$ cat config.mk
export PLATFORM = sky130hd
export DESIGN_NAME = imm_gen_pipe
export DESIGN_NICKNAME = d
export VERILOG_FILES = /design/src/rtl/imm_gen_pkg.sv /design/src/rtl/imm_decode.sv /design/src/rtl/imm_gen_pipe.sv
export SDC_FILE = /design/constraint.sdc
export NUM_CORES = 1
export LEC_CHECK = 0
export CAP_MARGIN = 20
export CORE_MARGIN = 4
export CORE_UTILIZATION = 45
export DETAILED_ROUTE_END_ITERATION = 7
export DONT_BUFFER_PORTS = 1
export GPL_TIMING_DRIVEN = 0
export HOLD_SLACK_MARGIN = 0.08
export PLACE_DENSITY = 0.62
export SYNTH_ARGS = -nofsm -noshare
export SYNTH_HDL_FRONTEND = slang
export SYNTH_SLANG_ARGS = --single-unit
$ cat constraint.sdc
create_clock -name clk -period 3.7 [get_ports clk]
set_clock_uncertainty 0.1 [all_clocks]
set_input_delay 0.555 -clock clk [delete_from_list [all_inputs] [get_ports clk]]
set_output_delay 0.555 -clock clk [all_outputs]
set_load 0.02 [all_outputs]
$ cat src/rtl/imm_gen_pkg.sv
// Shared opcode constants, immediate format codes and skid-buffer states for imm_gen_pipe.
package imm_gen_pkg;

   localparam logic [6:0] OPC_LOAD   = 7'b0000011;
   localparam logic [6:0] OPC_OP_IMM = 7'b0010011;
   localparam logic [6:0] OPC_JALR   = 7'b1100111;
   localparam logic [6:0] OPC_STORE  = 7'b0100011;
   localparam logic [6:0] OPC_BRANCH = 7'b1100011;
   localparam logic [6:0] OPC_LUI    = 7'b0110111;
   localparam logic [6:0] OPC_AUIPC  = 7'b0010111;
   localparam logic [6:0] OPC_JAL    = 7'b1101111;
   localparam logic [6:0] OPC_OP     = 7'b0110011;
   localparam logic [6:0] OPC_SYSTEM = 7'b1110011;

   typedef enum logic [2:0] {
      FMT_R   = 3'd0,
      FMT_I   = 3'd1,
      FMT_S   = 3'd2,
      FMT_B   = 3'd3,
      FMT_U   = 3'd4,
      FMT_J   = 3'd5,
      FMT_CSR = 3'd6
   } imm_fmt_t;

   typedef enum logic [1:0] {
      SKID_EMPTY = 2'd0,
      SKID_ONE   = 2'd1,
      SKID_FULL  = 2'd2
   } skid_state_t;

endpackage

$ cat src/rtl/imm_decode.sv
// Combinational RV32I/RV64I immediate decoder: instruction word -> sign-extended immediate, format, illegal flag.
// Build option IMM_GEN_ZICSR_EN decodes SYSTEM/CSR instructions as zimm with format CSR.
module imm_decode
   import imm_gen_pkg::*;
#(
   parameter int XLEN = 32
) (
   input  logic [31:0]     i_instr,
   output logic [XLEN-1:0] o_imm,
   output imm_fmt_t        o_fmt,
   output logic            o_illegal
);

   logic [31:0] w_imm32;

   // NOTE: every output of this block gets a default first, so no path can infer a latch.
   always_comb begin
      w_imm32   = '0;
      o_fmt     = FMT_R;
      o_illegal = 1'b0;
      case (i_instr[6:0])
         OPC_LOAD, OPC_OP_IMM, OPC_JALR: begin
            w_imm32 = {{20{i_instr[31]}}, i_instr[31:20]};
            o_fmt   = FMT_I;
         end
         OPC_STORE: begin
            w_imm32 = {{20{i_instr[31]}}, i_instr[31:25], i_instr[11:7]};
            o_fmt   = FMT_S;
         end
         OPC_BRANCH: begin
            w_imm32 = {{19{i_instr[31]}}, i_instr[31], i_instr[7], i_instr[30:25], i_instr[11:8], 1'b0};
            o_fmt   = FMT_B;
         end
         OPC_LUI, OPC_AUIPC: begin
            w_imm32 = {i_instr[31:12], 12'b0};
            o_fmt   = FMT_U;
         end
         OPC_JAL: begin
            w_imm32 = {{11{i_instr[31]}}, i_instr[31], i_instr[19:12], i_instr[20], i_instr[30:21], 1'b0};
            o_fmt   = FMT_J;
         end
         OPC_OP: begin
            w_imm32 = '0;
            o_fmt   = FMT_R;
         end
         OPC_SYSTEM: begin
`ifdef IMM_GEN_ZICSR_EN
            if (i_instr[14:12] != 3'b000) begin
               w_imm32 = {27'd0, i_instr[19:15]};
               o_fmt   = FMT_CSR;
            end else begin
               w_imm32 = '0;
               o_fmt   = FMT_I;
            end
`else
            w_imm32 = {{20{i_instr[31]}}, i_instr[31:20]};
            o_fmt   = FMT_I;
`endif
         end
         default: begin
            o_illegal = 1'b1;
         end
      endcase
   end

   // zimm has bit 31 clear, so the signed widening also zero-extends it.
   assign o_imm = XLEN'($signed(w_imm32));

endmodule

$ cat src/rtl/imm_gen_pipe.sv
// Registered immediate generator with a 2-entry skid buffer and a saturating illegal-opcode counter.
// Build option IMM_GEN_ZICSR_EN enables CSR zimm decoding in imm_decode.
module imm_gen_pipe
   import imm_gen_pkg::*;
#(
   parameter int XLEN      = 32,
   parameter int TAG_W     = 32,
   parameter int ERR_CNT_W = 8
) (
   input  logic                 clk,
   input  logic                 rst_n,
   input  logic                 in_valid,
   output logic                 in_ready,
   input  logic [31:0]          in_instr,
   input  logic [TAG_W-1:0]     in_tag,
   output logic                 out_valid,
   input  logic                 out_ready,
   output logic [XLEN-1:0]      out_imm,
   output logic [2:0]           out_fmt,
   output logic                 out_illegal,
   output logic [TAG_W-1:0]     out_tag,
   output logic [ERR_CNT_W-1:0] err_count
);

   logic [XLEN-1:0]      w_dec_imm;
   imm_fmt_t             w_dec_fmt;
   logic                 w_dec_illegal;

   skid_state_t          r_state;
   skid_state_t          w_state_nxt;
   logic                 w_in_xfer;
   logic                 w_out_xfer;
   logic                 w_load_out_in;
   logic                 w_load_out_skid;
   logic                 w_load_skid;

   logic [XLEN-1:0]      r_out_imm;
   imm_fmt_t             r_out_fmt;
   logic                 r_out_illegal;
   logic [TAG_W-1:0]     r_out_tag;
   logic [XLEN-1:0]      r_skid_imm;
   imm_fmt_t             r_skid_fmt;
   logic                 r_skid_illegal;
   logic [TAG_W-1:0]     r_skid_tag;
   logic [ERR_CNT_W-1:0] r_err_count;

   imm_decode #(.XLEN(XLEN)) u_decode (
      .i_instr   (in_instr),
      .o_imm     (w_dec_imm),
      .o_fmt     (w_dec_fmt),
      .o_illegal (w_dec_illegal)
   );

   // Both handshakes derive from the state register only, so in_ready never depends on out_ready.
   assign w_in_xfer  = in_valid  & (r_state != SKID_FULL);
   assign w_out_xfer = out_ready & (r_state != SKID_EMPTY);

   // NOTE: sequential state uses non-blocking assignments so every flop samples pre-edge values.
   always_ff @(posedge clk or negedge rst_n) begin
      if (!rst_n) r_state <= SKID_EMPTY;
      else        r_state <= w_state_nxt;
   end

   always_comb begin
      w_state_nxt = r_state;
      case (r_state)
         SKID_EMPTY: if (w_in_xfer) w_state_nxt = SKID_ONE;
         SKID_ONE: begin
            if (w_in_xfer && !w_out_xfer)      w_state_nxt = SKID_FULL;
            else if (!w_in_xfer && w_out_xfer) w_state_nxt = SKID_EMPTY;
         end
         SKID_FULL:  if (w_out_xfer) w_state_nxt = SKID_ONE;
         default:    w_state_nxt = SKID_EMPTY;
      endcase
   end

   always_comb begin
      in_ready        = (r_state != SKID_FULL);
      out_valid       = (r_state != SKID_EMPTY);
      w_load_out_in   = 1'b0;
      w_load_out_skid = 1'b0;
      w_load_skid     = 1'b0;
      case (r_state)
         SKID_EMPTY: w_load_out_in = w_in_xfer;
         SKID_ONE: begin
            if (w_out_xfer) w_load_out_in = w_in_xfer;
            else            w_load_skid   = w_in_xfer;
         end
         SKID_FULL:  w_load_out_skid = w_out_xfer;
         default: ;
      endcase
   end

   // NOTE: the payload registers are reset too, so no result from before reset can ever reappear.
   always_ff @(posedge clk or negedge rst_n) begin
      if (!rst_n) begin
         r_out_imm      <= '0;
         r_out_fmt      <= FMT_R;
         r_out_illegal  <= 1'b0;
         r_out_tag      <= '0;
         r_skid_imm     <= '0;
         r_skid_fmt     <= FMT_R;
         r_skid_illegal <= 1'b0;
         r_skid_tag     <= '0;
      end else begin
         if (w_load_out_in) begin
            r_out_imm     <= w_dec_imm;
            r_out_fmt     <= w_dec_fmt;
            r_out_illegal <= w_dec_illegal;
            r_out_tag     <= in_tag;
         end else if (w_load_out_skid) begin
            r_out_imm     <= r_skid_imm;
            r_out_fmt     <= r_skid_fmt;
            r_out_illegal <= r_skid_illegal;
            r_out_tag     <= r_skid_tag;
         end
         if (w_load_skid) begin
            r_skid_imm     <= w_dec_imm;
            r_skid_fmt     <= w_dec_fmt;
            r_skid_illegal <= w_dec_illegal;
            r_skid_tag     <= in_tag;
         end
      end
   end

   always_ff @(posedge clk or negedge rst_n) begin
      if (!rst_n) begin
         r_err_count <= '0;
      end else if (w_in_xfer && w_dec_illegal && (r_err_count != '1)) begin
         r_err_count <= r_err_count + ERR_CNT_W'(1);
      end
   end

   assign out_imm     = r_out_imm;
   assign out_fmt     = r_out_fmt;
   assign out_illegal = r_out_illegal;
   assign out_tag     = r_out_tag;
   assign err_count   = r_err_count;

endmodule

==> run metrics, run 1 <==
DRT Pass-1 Iters 5; hold_ws -0.271 ns; num rows 43; #FFs+latches synth 146; Fin Setup TNS 0 ns; CP Class reg2reg; gpl congestion ~0.9; H-Tree Depth 4; f_max around 0.34 GHz; hpwl dp 11,700 um; Worst EP arrival about 3.2 ns; largest net degree at the start of global routing around 150; post-synthesis sequential area ratio 0.571; Fin. Hold Viols roughly 150; residual DRC count 0; first-pass GRT wire length between 20,000 and 30,000 um; reg2reg path depth 9; Mapped Area around 6400 sq um; Via density between 5 and 6; syn avg cell area 9.80 sq um; number of setup buffers added after CTS 0; antenna viol nets, final 0; Total Power just over 0.006 W; remaining global-route overflow 0; setup violators final 0; most common cell after layout, fill and taps aside nand2_1; Max Buffers Root-to-Sink 2; slew at the pin closest to its max-slew limit ~0.85 ns; Slew Viols, Final 0; GR Layer Usage met3 0.0790; Via Count 4,886; Layout area overhead 12.6%; fin nets ~740; Post-Syn Instances approximately 650; warning count from the yosys run 0; clk sinks approximately 150; clk slew on worst S/H paths ~0.06 ns; vias in the first global route about 5,000; largest cells by area after synthesis dfrtp_1 57%, nand2_1 13%, a22oi_1 5.4%; top_reg_cell synth dfrtp_1; grt met1 use 0.282; GR Layer Usage met2 0.336; share of cells above drive strength 1 0.108; Synth Net Count slightly above 700; Worst setup EP type flop; CTS tree done; Setup crit start kind flop; core area approximately 14,000 sq um; Die H around 130 um; pre-CTS setup slack 0.737 ns; Max FO, Critical Path 10; pwr/cell area roughly 860 nW/um^2; top-area cell type share of the netlist area 0.571; cell leakage power roughly 3.4 nW; PostCTS Resize Cnt 0; wire per inst approximately 19 um; fin crit period about 3 ns; Post-synth EDFFs 0; gr usage total 0.216; Initial DRC Count ~310; Required @ worst endpoint slightly below 4 ns; Num CTS Buffers 17; Fillers ~1,300; most frequent cells in the layout 228 x nand2_1, 146 x dfrtp_1, 46 x a22oi_1; Ports roughly 150; Port Buffer Count 0; final worst setup slack about 0.73 ns; failing checks negative hold slack; post-synthesis cell type count between 50 and 60; initial core utilization 0.459; placed insts 833; gr busiest metal met2; status finished with violations; Antenna diodes 0; root buffer selected by CTS clkbuf_16; final cell count without fillers around 870; Worst Hold Class in2async; initial antenna violation count 0; Synth async-reset ratio 1.00; total wire length around 17,000 um; max-cap viol count 0; full die area around 16,000 sq um; Final period util 0.803; clock latency on the worst-skew pair approximately 0.42 ns; RSZ-0062 raised after global routing false; worst rel slew slack 0.428; cell taking the most area after synthesis dfrtp_1; Die W roughly 130 um; VDD IR max a little under 0.0004 V
cell usage after synthesis (2+ instances only):
cell        n
a21oi_1    14
a221o_1     8
a221oi_1    2
a221oi_2    6
a22o_1      8
a22oi_1    46
a31oi_1     7
a32oi_1    12
and2_1      3
and3_1     13
buf_1       2
buf_2      18
buf_4       2
buf_6       2
clkbuf_1   20
dfrtp_1   146
ha_1        3
inv_1       5
mux2i_1     4
nand2_1   228
nand2b_1    4
nand3_1     8
nand4_1     5
nor2_1     20
nor2_2      3
o211ai_1    4
o21ai_0    16
o21ai_1    10
o21bai_1    2
or2_1       2
or2_2       3
xnor2_1     7
through the flow:
step | utilization | instance area, sq um
after global placement | 0.476 | 6630
after CTS | 0.517 | 7210
final | 0.517 | 7210
after global routing | 0.517 | 7210
after floorplan | - | 6400
after detailed placement | 0.476 | 6630
path summary, 6_finish.rpt:
kind	start	end	slack, ns
worst min-delay path	rst_n	out_imm[25]	-0.27
worst max register to register	r_state[0]	out_tag[10]	0.73
max in group asynchronous	rst_n	err_count[5]	3.62
worst min register to register	r_skid_tag[6]	r_skid_tag[6]	0.38
worst max-delay path	r_state[0]	out_tag[10]	0.73
min in group clk	in_tag[30]	r_skid_tag[30]	0.14
routing by layer:
metal  vias to the layer above  part of all wire
met2                       158              0.49
met1                      2410              0.42
met3                        20             0.079
li1                       2298                 -
met4                         0             0.014
met5                         -                 0
power by group:
group	total (W)	internal, W	switching, W
sequential	0.00302	0.00221	0.000808
combinational	0.00147	0.000541	0.000933
clock	0.00168	0.00101	0.000667
cell families after synthesis:
group                    Yosys count  share of synthesized area
AO/OA/AOI/OAI                    143                      0.168
XOR/XNOR                           8                     0.0109
adder cells (fa/ha/maj)            3                    0.00586
buffers and inverters             49                     0.0358
flip-flops                       146                      0.571
multiplexers                       6                    0.00977
AND/OR/NAND/NOR                  298                      0.199
cell type report:
class                   instances  area [sq um]  share of cell area
flip-flops and latches        146          3650               0.507
well taps                     180           225              0.0313
clock buffers                  19           443              0.0615
clock inverters                13           136              0.0189
multi-input cells             458          2520               0.350
inverters                       5          18.8             0.00260
plain buffers                  44           210              0.0292
registers in the layout, indices dropped and copies added, names as in the netlist:
signal,flops
r_skid_fmt,3
out_illegal,1
err_count,8
r_state,2
r_skid_tag,32
r_skid_illegal,1
out_imm,32
r_skid_imm,32
out_fmt,3
out_tag,32
critical path, stage by stage, from the launching register on:
cell      delay [ns]
dfrtp_1         0.42
nand2b_1        0.33
and2_1          0.29
ha_1            0.21
mux2i_1         0.21
nor2_2          0.18
nor2_2          0.47
clkbuf_1        0.48
nand2_1         0.13
nand2_1         0.08
No activity file was read; power rests on OpenSTA's default activity.
==> inputs of run 2 (changes only) <==
--- a/config.mk
+++ b/config.mk
@@ -12,7 +12,7 @@
 export DONT_BUFFER_PORTS = 1
 export GPL_TIMING_DRIVEN = 0
 export HOLD_SLACK_MARGIN = 0.08
-export PLACE_DENSITY = 0.62
+export PLACE_DENSITY = 0.64
 export SYNTH_ARGS = -nofsm -noshare
 export SYNTH_HDL_FRONTEND = slang
 export SYNTH_SLANG_ARGS = --single-unit
==> constraint.sdc (replaced) <==
create_clock -name clk -period 2.5 [get_ports clk]
set_clock_uncertainty 0.1 [all_clocks]
set_input_delay 0.375 -clock clk [delete_from_list [all_inputs] [get_ports clk]]
set_output_delay 0.375 -clock clk [all_outputs]
set_load 0.02 [all_outputs]
==> run metrics, run 2 (same netlist as run 1, synthesis figures left out) <==
status finished with violations (unchanged); failing checks negative hold slack (unchanged); largest stage delay on the critical path 0.44 ns (was 0.48 ns); Critical Path Most Common Cell or2_4; Worst Hold Class in2async (unchanged); Total Power 0.00938 W (was 0.00616 W); Slew Viols, Final 0 (unchanged); root buffer selected by CTS clkbuf_16 (unchanged); Initial DRC Count 399 (was 306); VDD IR max 0.000555 V (was 0.000390 V); Switch Pwr 0.00364 W (was 0.00241 W); full die area 16,200 sq um (unchanged); initial antenna violation count 0 (unchanged); share of cells above drive strength 1 0.123 (was 0.108); CP Class reg2reg (unchanged); largest net degree at the start of global routing 147 (unchanged); Max FO, Critical Path 10 (unchanged); gpl congestion 0.855 (was 0.877); fin crit period 2.40 ns (was 2.97 ns); slew at the pin closest to its max-slew limit 0.626 ns (was 0.854 ns); first-pass GRT wire length 27,700 um (was 27,200 um); Top delay family on crit path simple AND/OR/NAND/NOR gates (unchanged); Required @ worst endpoint 2.68 ns (was 3.95 ns); fin nets 803 (was 743); num rows 43 (unchanged); CP cell instances or2_4, and2_1, ha_1, mux2i_2, or2_4, buf_4, clkbuf_4, a32oi_1 (was nand2b_1, and2_1, ha_1, mux2i_1, nor2_2, nor2_2, clkbuf_1, nand2_1, nand2_1); antenna viol nets, final 0 (unchanged); Port Buffer Count 0 (unchanged); Die H 127 um (unchanged); Net Sw Frac 0.388 (was 0.391); Num CTS Buffers 17 (unchanged); Via density 5.70 (was 5.65); RSZ-0062 raised after global routing false (unchanged); wire per inst 19.1 um (was 19.5 um); core area 13,900 sq um (unchanged); final cell count without fillers 925 (was 865); cell leakage power 3.69 nW (was 3.38 nW); Via Count 5,273 (was 4,886); pwr/cell area 1190 nW/um^2 (was 855 nW/um^2); post-place instance area 6630 sq um (unchanged); most frequent cells in the layout 228 x nand2_1, 144 x dfrtp_1, 58 x dlygate4sd3_1 (was 228 x nand2_1, 146 x dfrtp_1, 46 x a22oi_1); remaining global-route overflow 0 (unchanged); hold_buf cts 58; clock latency on the worst-skew pair 0.42 ns (about the same); clk slew on worst S/H paths 0.06 ns (about the same); WP depth 8 (was 9); Max Buffers Root-to-Sink 2 (unchanged); internal power 0.00574 W (was 0.00376 W); pre-CTS setup slack -0.448 ns (was 0.737 ns); setup violators final 0 (unchanged); H-Tree Depth 4 (unchanged); hpwl dp 11,800 um (was 11,700 um); f_max 0.417 GHz (was 0.337 GHz); residual DRC count 0 (unchanged); Ports 146 (unchanged); Worst EP arrival 2.58 ns (was 3.22 ns); Fin. Hold Viols 146 (unchanged); final worst setup slack 0.101 ns (was 0.730 ns); gr usage total 0.219 (was 0.216); Antenna diodes 0 (unchanged); reg2reg path depth 8 (was 9); initial core utilization 0.459 (unchanged); Layout area overhead 23.2% (was 12.6%); max-cap viol count 0 (unchanged); worst rel slew slack 0.583 (was 0.428); Clock power frac 0.261 (was 0.272); vias in the first global route 5,294 (was 4,966); clk sinks 146 (unchanged); total wire length 17,700 um (was 16,900 um); Worst setup EP type flop (unchanged); most common cell after layout, fill and taps aside nand2_1 (unchanged); DRT Pass-1 Iters 5 (unchanged); CTS tree done (unchanged); hold_ws -0.447 ns (was -0.271 ns); placed insts 833 (unchanged); Final Instance Area 7890 sq um (was 7210 sq um); CP Buf/Inv Count 2 (was 1); Crit-path slowest cell dfrtp_2 (was clkbuf_1); Flop pwr share 0.477 (was 0.489); Final period util 0.959 (was 0.803); Gate power share 0.262 (was 0.239); Die W 127 um (unchanged); Setup crit start kind flop (unchanged)
-- run 2: layout make-up --
type,count,area [sq um]
Tap cell,180,225
Sequential cell,146,3660
Timing Repair Buffer,62,623
Clock buffer,21,450
Fill cell,1216,6050
Inverter,5,18.8
Clock inverter,11,113
Multi-Input combinational cell,458,2570
Buffer,42,234
-- run 2: through the flow --
step	TNS, ns	utilization
after floorplan	0	-
after global placement	-29.35	0.476
after detailed placement	-37.08	0.476
after CTS	0	0.562
after global routing	0	0.566
final	0	0.566
-- run 2: repair_timing --
item	in CTS	in global routing
endpoints found under the setup margin	131	126
gates resized for setup	17	19
setup buffers	2	2
endpoints found under the hold margin	272	146
pin swaps	1	1
-- run 2: worst paths after layout --
| check | from | endpoint | slack [ns] |
|---|---|---|---|
| worst min register to register | r_skid_tag[26] | r_skid_tag[26] | 0.38 |
| worst min-delay path | rst_n | out_imm[24] | -0.45 |
| worst max register to register | r_state[0] | out_imm[29] | 0.10 |
| min in group clk | out_ready | r_state[0] | 0.09 |
| worst max-delay path | r_state[0] | out_imm[29] | 0.10 |
| max in group asynchronous | rst_n | r_skid_tag[14] | 2.57 |
-- run 2: power by group through the flow --
stage          Combinational [W]  Sequential, W  Clock, W
2_1_floorplan            0.00167        0.00431         0
3_3_place_gp             0.00210        0.00448         0
3_5_place_dp             0.00219        0.00451         0
4_1_cts                  0.00239        0.00448   0.00251
5_1_grt                  0.00276        0.00457   0.00261
6_report                 0.00246        0.00448   0.00245
-- run 2: per-layer routing --
metal  global-route usage  wire, um  part of all wire
met1                0.276      7370              0.42
met2                0.347      8440              0.48
met3               0.0686      1390             0.079
met4                0.103       465             0.026
met5                    0         0                 0
==> inputs of run 3 (changes only) <==
--- a/config.mk
+++ b/config.mk
@@ -7,12 +7,13 @@
 export LEC_CHECK = 0
 export CAP_MARGIN = 20
 export CORE_MARGIN = 4
-export CORE_UTILIZATION = 45
+export CORE_UTILIZATION = 42
 export DETAILED_ROUTE_END_ITERATION = 7
 export DONT_BUFFER_PORTS = 1
 export GPL_TIMING_DRIVEN = 0
 export HOLD_SLACK_MARGIN = 0.08
-export PLACE_DENSITY = 0.64
+export PLACE_DENSITY = 0.61
 export SYNTH_ARGS = -nofsm -noshare
 export SYNTH_HDL_FRONTEND = slang
+export SYNTH_HIERARCHICAL = 1
 export SYNTH_SLANG_ARGS = --single-unit
==> run metrics, run 3 <==
pre-CTS setup slack -0.242 ns (was -0.448 ns); post-synthesis sequential area ratio 0.553 (was 0.571); Gate power share 0.245 (was 0.262); fin crit period 2.38 ns (was 2.40 ns); Net Sw Frac 0.334 (was 0.388); Port Buffer Count 0 (unchanged); Fillers 1,355 (was 1,216); num rows 45 (was 43); clk slew on worst S/H paths 0.06 ns (about the same); largest cells by area after synthesis dfrtp_1 55%, mux2_2 12%, a21o_1 9.9% (was dfrtp_1 57%, nand2_1 13%, a22oi_1 5.4%); CTS tree done (unchanged); initial core utilization 0.431 (was 0.459); hold_buf cts 34 (was 58); Post-Syn Instances 508 (was 653); Num CTS Buffers 17 (unchanged); Max FO, Critical Path 10 (unchanged); Worst setup EP type flop (unchanged); post-synthesis cell type count 48 (was 52); Initial DRC Count 113 (was 399); total wire length 15,600 um (was 17,700 um); RSZ-0062 raised after global routing false (unchanged); Final period util 0.953 (was 0.959); most common cell after layout, fill and taps aside dfrtp_1 (was nand2_1); fin util 0.515 (was 0.566); Antenna diodes 0 (unchanged); core area 15,300 sq um (was 13,900 sq um); status finished with violations (unchanged); post-place instance area 6870 sq um (was 6630 sq um); Via density 5.64 (was 5.70); GR Layer Usage met3 0.0600 (was 0.0686); Die H 133 um (was 127 um); Required @ worst endpoint 2.70 ns (was 2.68 ns); hpwl dp 10,700 um (was 11,800 um); syn avg cell area 13.0 sq um (was 9.80 sq um); Worst Hold Class in2async (unchanged); final cell count without fillers 785 (was 925); most frequent cells in the layout 145 x dfrtp_1, 87 x a21o_1, 72 x a22o_1 (was 228 x nand2_1, 144 x dfrtp_1, 58 x dlygate4sd3_1); Max Buffers Root-to-Sink 2 (unchanged); clk sinks 146 (unchanged); worst rel slew slack 0.502 (was 0.583); Flop pwr share 0.457 (was 0.477); Fin. Hold Viols 146 (unchanged); VDD IR max 0.000538 V (was 0.000555 V); hold_ws -0.437 ns (was -0.447 ns); full die area 17,800 sq um (was 16,200 sq um); CP Class reg2reg (unchanged); cell taking the most area after synthesis dfrtp_1 (unchanged); top-area cell type share of the netlist area 0.553 (was 0.571); Switch Pwr 0.00300 W (was 0.00364 W); multi-input logic area 2750 sq um (was 2570 sq um); residual DRC count 0 (unchanged); failing checks negative hold slack (unchanged); initial antenna violation count 0 (unchanged); DRT Pass-1 Iters 4 (was 5); f_max 0.420 GHz (was 0.417 GHz); Layout area overhead 19.5% (was 23.2%); antenna viol nets, final 0 (unchanged); gr busiest metal met2 (unchanged); clock latency on the worst-skew pair 0.41 ns (was 0.42 ns); top_reg_cell synth dfrtp_1 (unchanged); gpl congestion 0.818 (was 0.855); Clock power frac 0.298 (was 0.261); wire per inst 19.8 um (was 19.1 um); Final Instance Area 7890 sq um (unchanged); placed insts 719 (was 833); setup violators final 0 (unchanged); pwr/cell area 1140 nW/um^2 (was 1190 nW/um^2); warning count from the yosys run 6 (was 0); internal power 0.00598 W (was 0.00574 W); root buffer selected by CTS clkbuf_16 (unchanged); register area 3650 sq um (was 3660 sq um); Worst EP arrival 2.58 ns (about the same); max-cap viol count 0 (unchanged); remaining global-route overflow 0 (unchanged); Ports 146 (unchanged); Mapped Area 6600 sq um (was 6400 sq um); Setup crit start kind flop (unchanged); Post-synth EDFFs 0 (unchanged); share of cells above drive strength 1 0.265 (was 0.123); Die W 133 um (was 127 um); most frequent cell after synthesis dfrtp_1 (was nand2_1); Synth Net Count 579 (was 724); #FFs+latches synth 146 (unchanged); vias in the first global route 4,613 (was 5,294); slew at the pin closest to its max-slew limit 0.747 ns (was 0.626 ns); final worst setup slack 0.118 ns (was 0.101 ns); largest net degree at the start of global routing 147 (unchanged); GR Layer Usage met2 0.287 (was 0.347); Slew Viols, Final 0 (unchanged); Commonest cells post-synth 146 x dfrtp_1, 87 x a21o_1, 72 x a22o_1, 71 x mux2_2, 28 x buf_2 (was 228 x nand2_1, 146 x dfrtp_1, 46 x a22oi_1, 20 x clkbuf_1, 20 x nor2_1); gr usage total 0.182 (was 0.219); Synth async-reset ratio 1.00 (unchanged); first-pass GRT wire length 25,300 um (was 27,700 um); grt met1 use 0.233 (was 0.276); Via Count 4,430 (was 5,273); H-Tree Depth 4 (unchanged); cell leakage power 4.19 nW (was 3.69 nW); fin nets 634 (was 803)
-- run 3: changes by cell type in the layout (fill, tap and decap cells not counted), sizes merged, moves of 12 or more --
cell,change
a22o,+64
nand2,-215
o21ai,-21
mux2,+70
clkbuf,-20
dlygate4sd3,-24
a22oi,-46
a32oi,-12
a21o,+86
nor2,-17
-- run 3: cells by family after synthesis --
family	share of synthesized area
DFF	0.553
adders and majority gates	0.00569
buffers and inverters	0.0337
AOI/OAI and AO/OA	0.220
muxes	0.126
and+or+nand+nor	0.0553
xor gates and xnor gates	0.00531
-- run 3: area by class of cell --
type	count	share of cell area
buffer	33	0.0276
clock buffer	21	0.0584
clock inverter	9	0.0198
inverter	5	0.00238
multi-input combinational	322	0.348
sequential	146	0.463
tap	211	0.0335
timing repair buffer	38	0.0470
-- run 3: power groups by stage --
stage	registers, W	logic [W]	clock network, W
floorplan	0.00397	0.00167	0
global placement	0.00411	0.00200	0
detailed placement	0.00414	0.00208	0
CTS	0.00411	0.00219	0.00275
global route	0.00420	0.00244	0.00286
finish	0.00410	0.00220	0.00267
-- run 3: per-layer routing --
metal  vias to the layer above  routed length (um)
met2                       126                7440
met4                         0                 332
met5                         -                   0
li1                       2017                   -
met1                      2266                6770
met3                        21                1040
-- run 3: stage by stage --
step	TNS (ns)	hold slack, ns	power, W
after floorplan	0	-0.0206	0.00564
after global placement	-1.70	-0.0167	0.00611
after detailed placement	-3.22	-0.0173	0.00622
after CTS	0	-0.473	0.00905
after global routing	0	-0.467	0.00949
final	0	-0.437	0.00898
-- run 3: timing repair --
item,CTS,global route
gates resized for setup,5,11
endpoints found under the setup margin,30,29
endpoints found under the hold margin,212,146
pin swaps,0,1
buffers inserted,3,1
-- run 3: final timing paths --
check | slack (ns) | endpoint | from | cells past startpoint
max | 0.12 | out_tag[14] | r_state[0] | 10
min | -0.44 | out_imm[6] | rst_n | 0
max reg2reg | 0.12 | out_tag[14] | r_state[0] | 10
min reg2reg | 0.40 | r_skid_imm[5] | r_skid_imm[5] | 1
max in group asynchronous | 2.59 | r_skid_tag[3] | rst_n | 0
min in group clk | 0.14 | r_skid_imm[28] | in_instr[28] | 2
-- run 3: worst max-delay path: stages (launching register included) --
cell      delay (ns)
dfrtp_1         0.40
nand2b_1        0.16
buf_6           0.15
and2_1          0.19
ha_2            0.20
mux2i_2         0.22
nor2_4          0.11
buf_6           0.16
buf_4           0.18
a22o_1          0.24
a21o_1          0.15
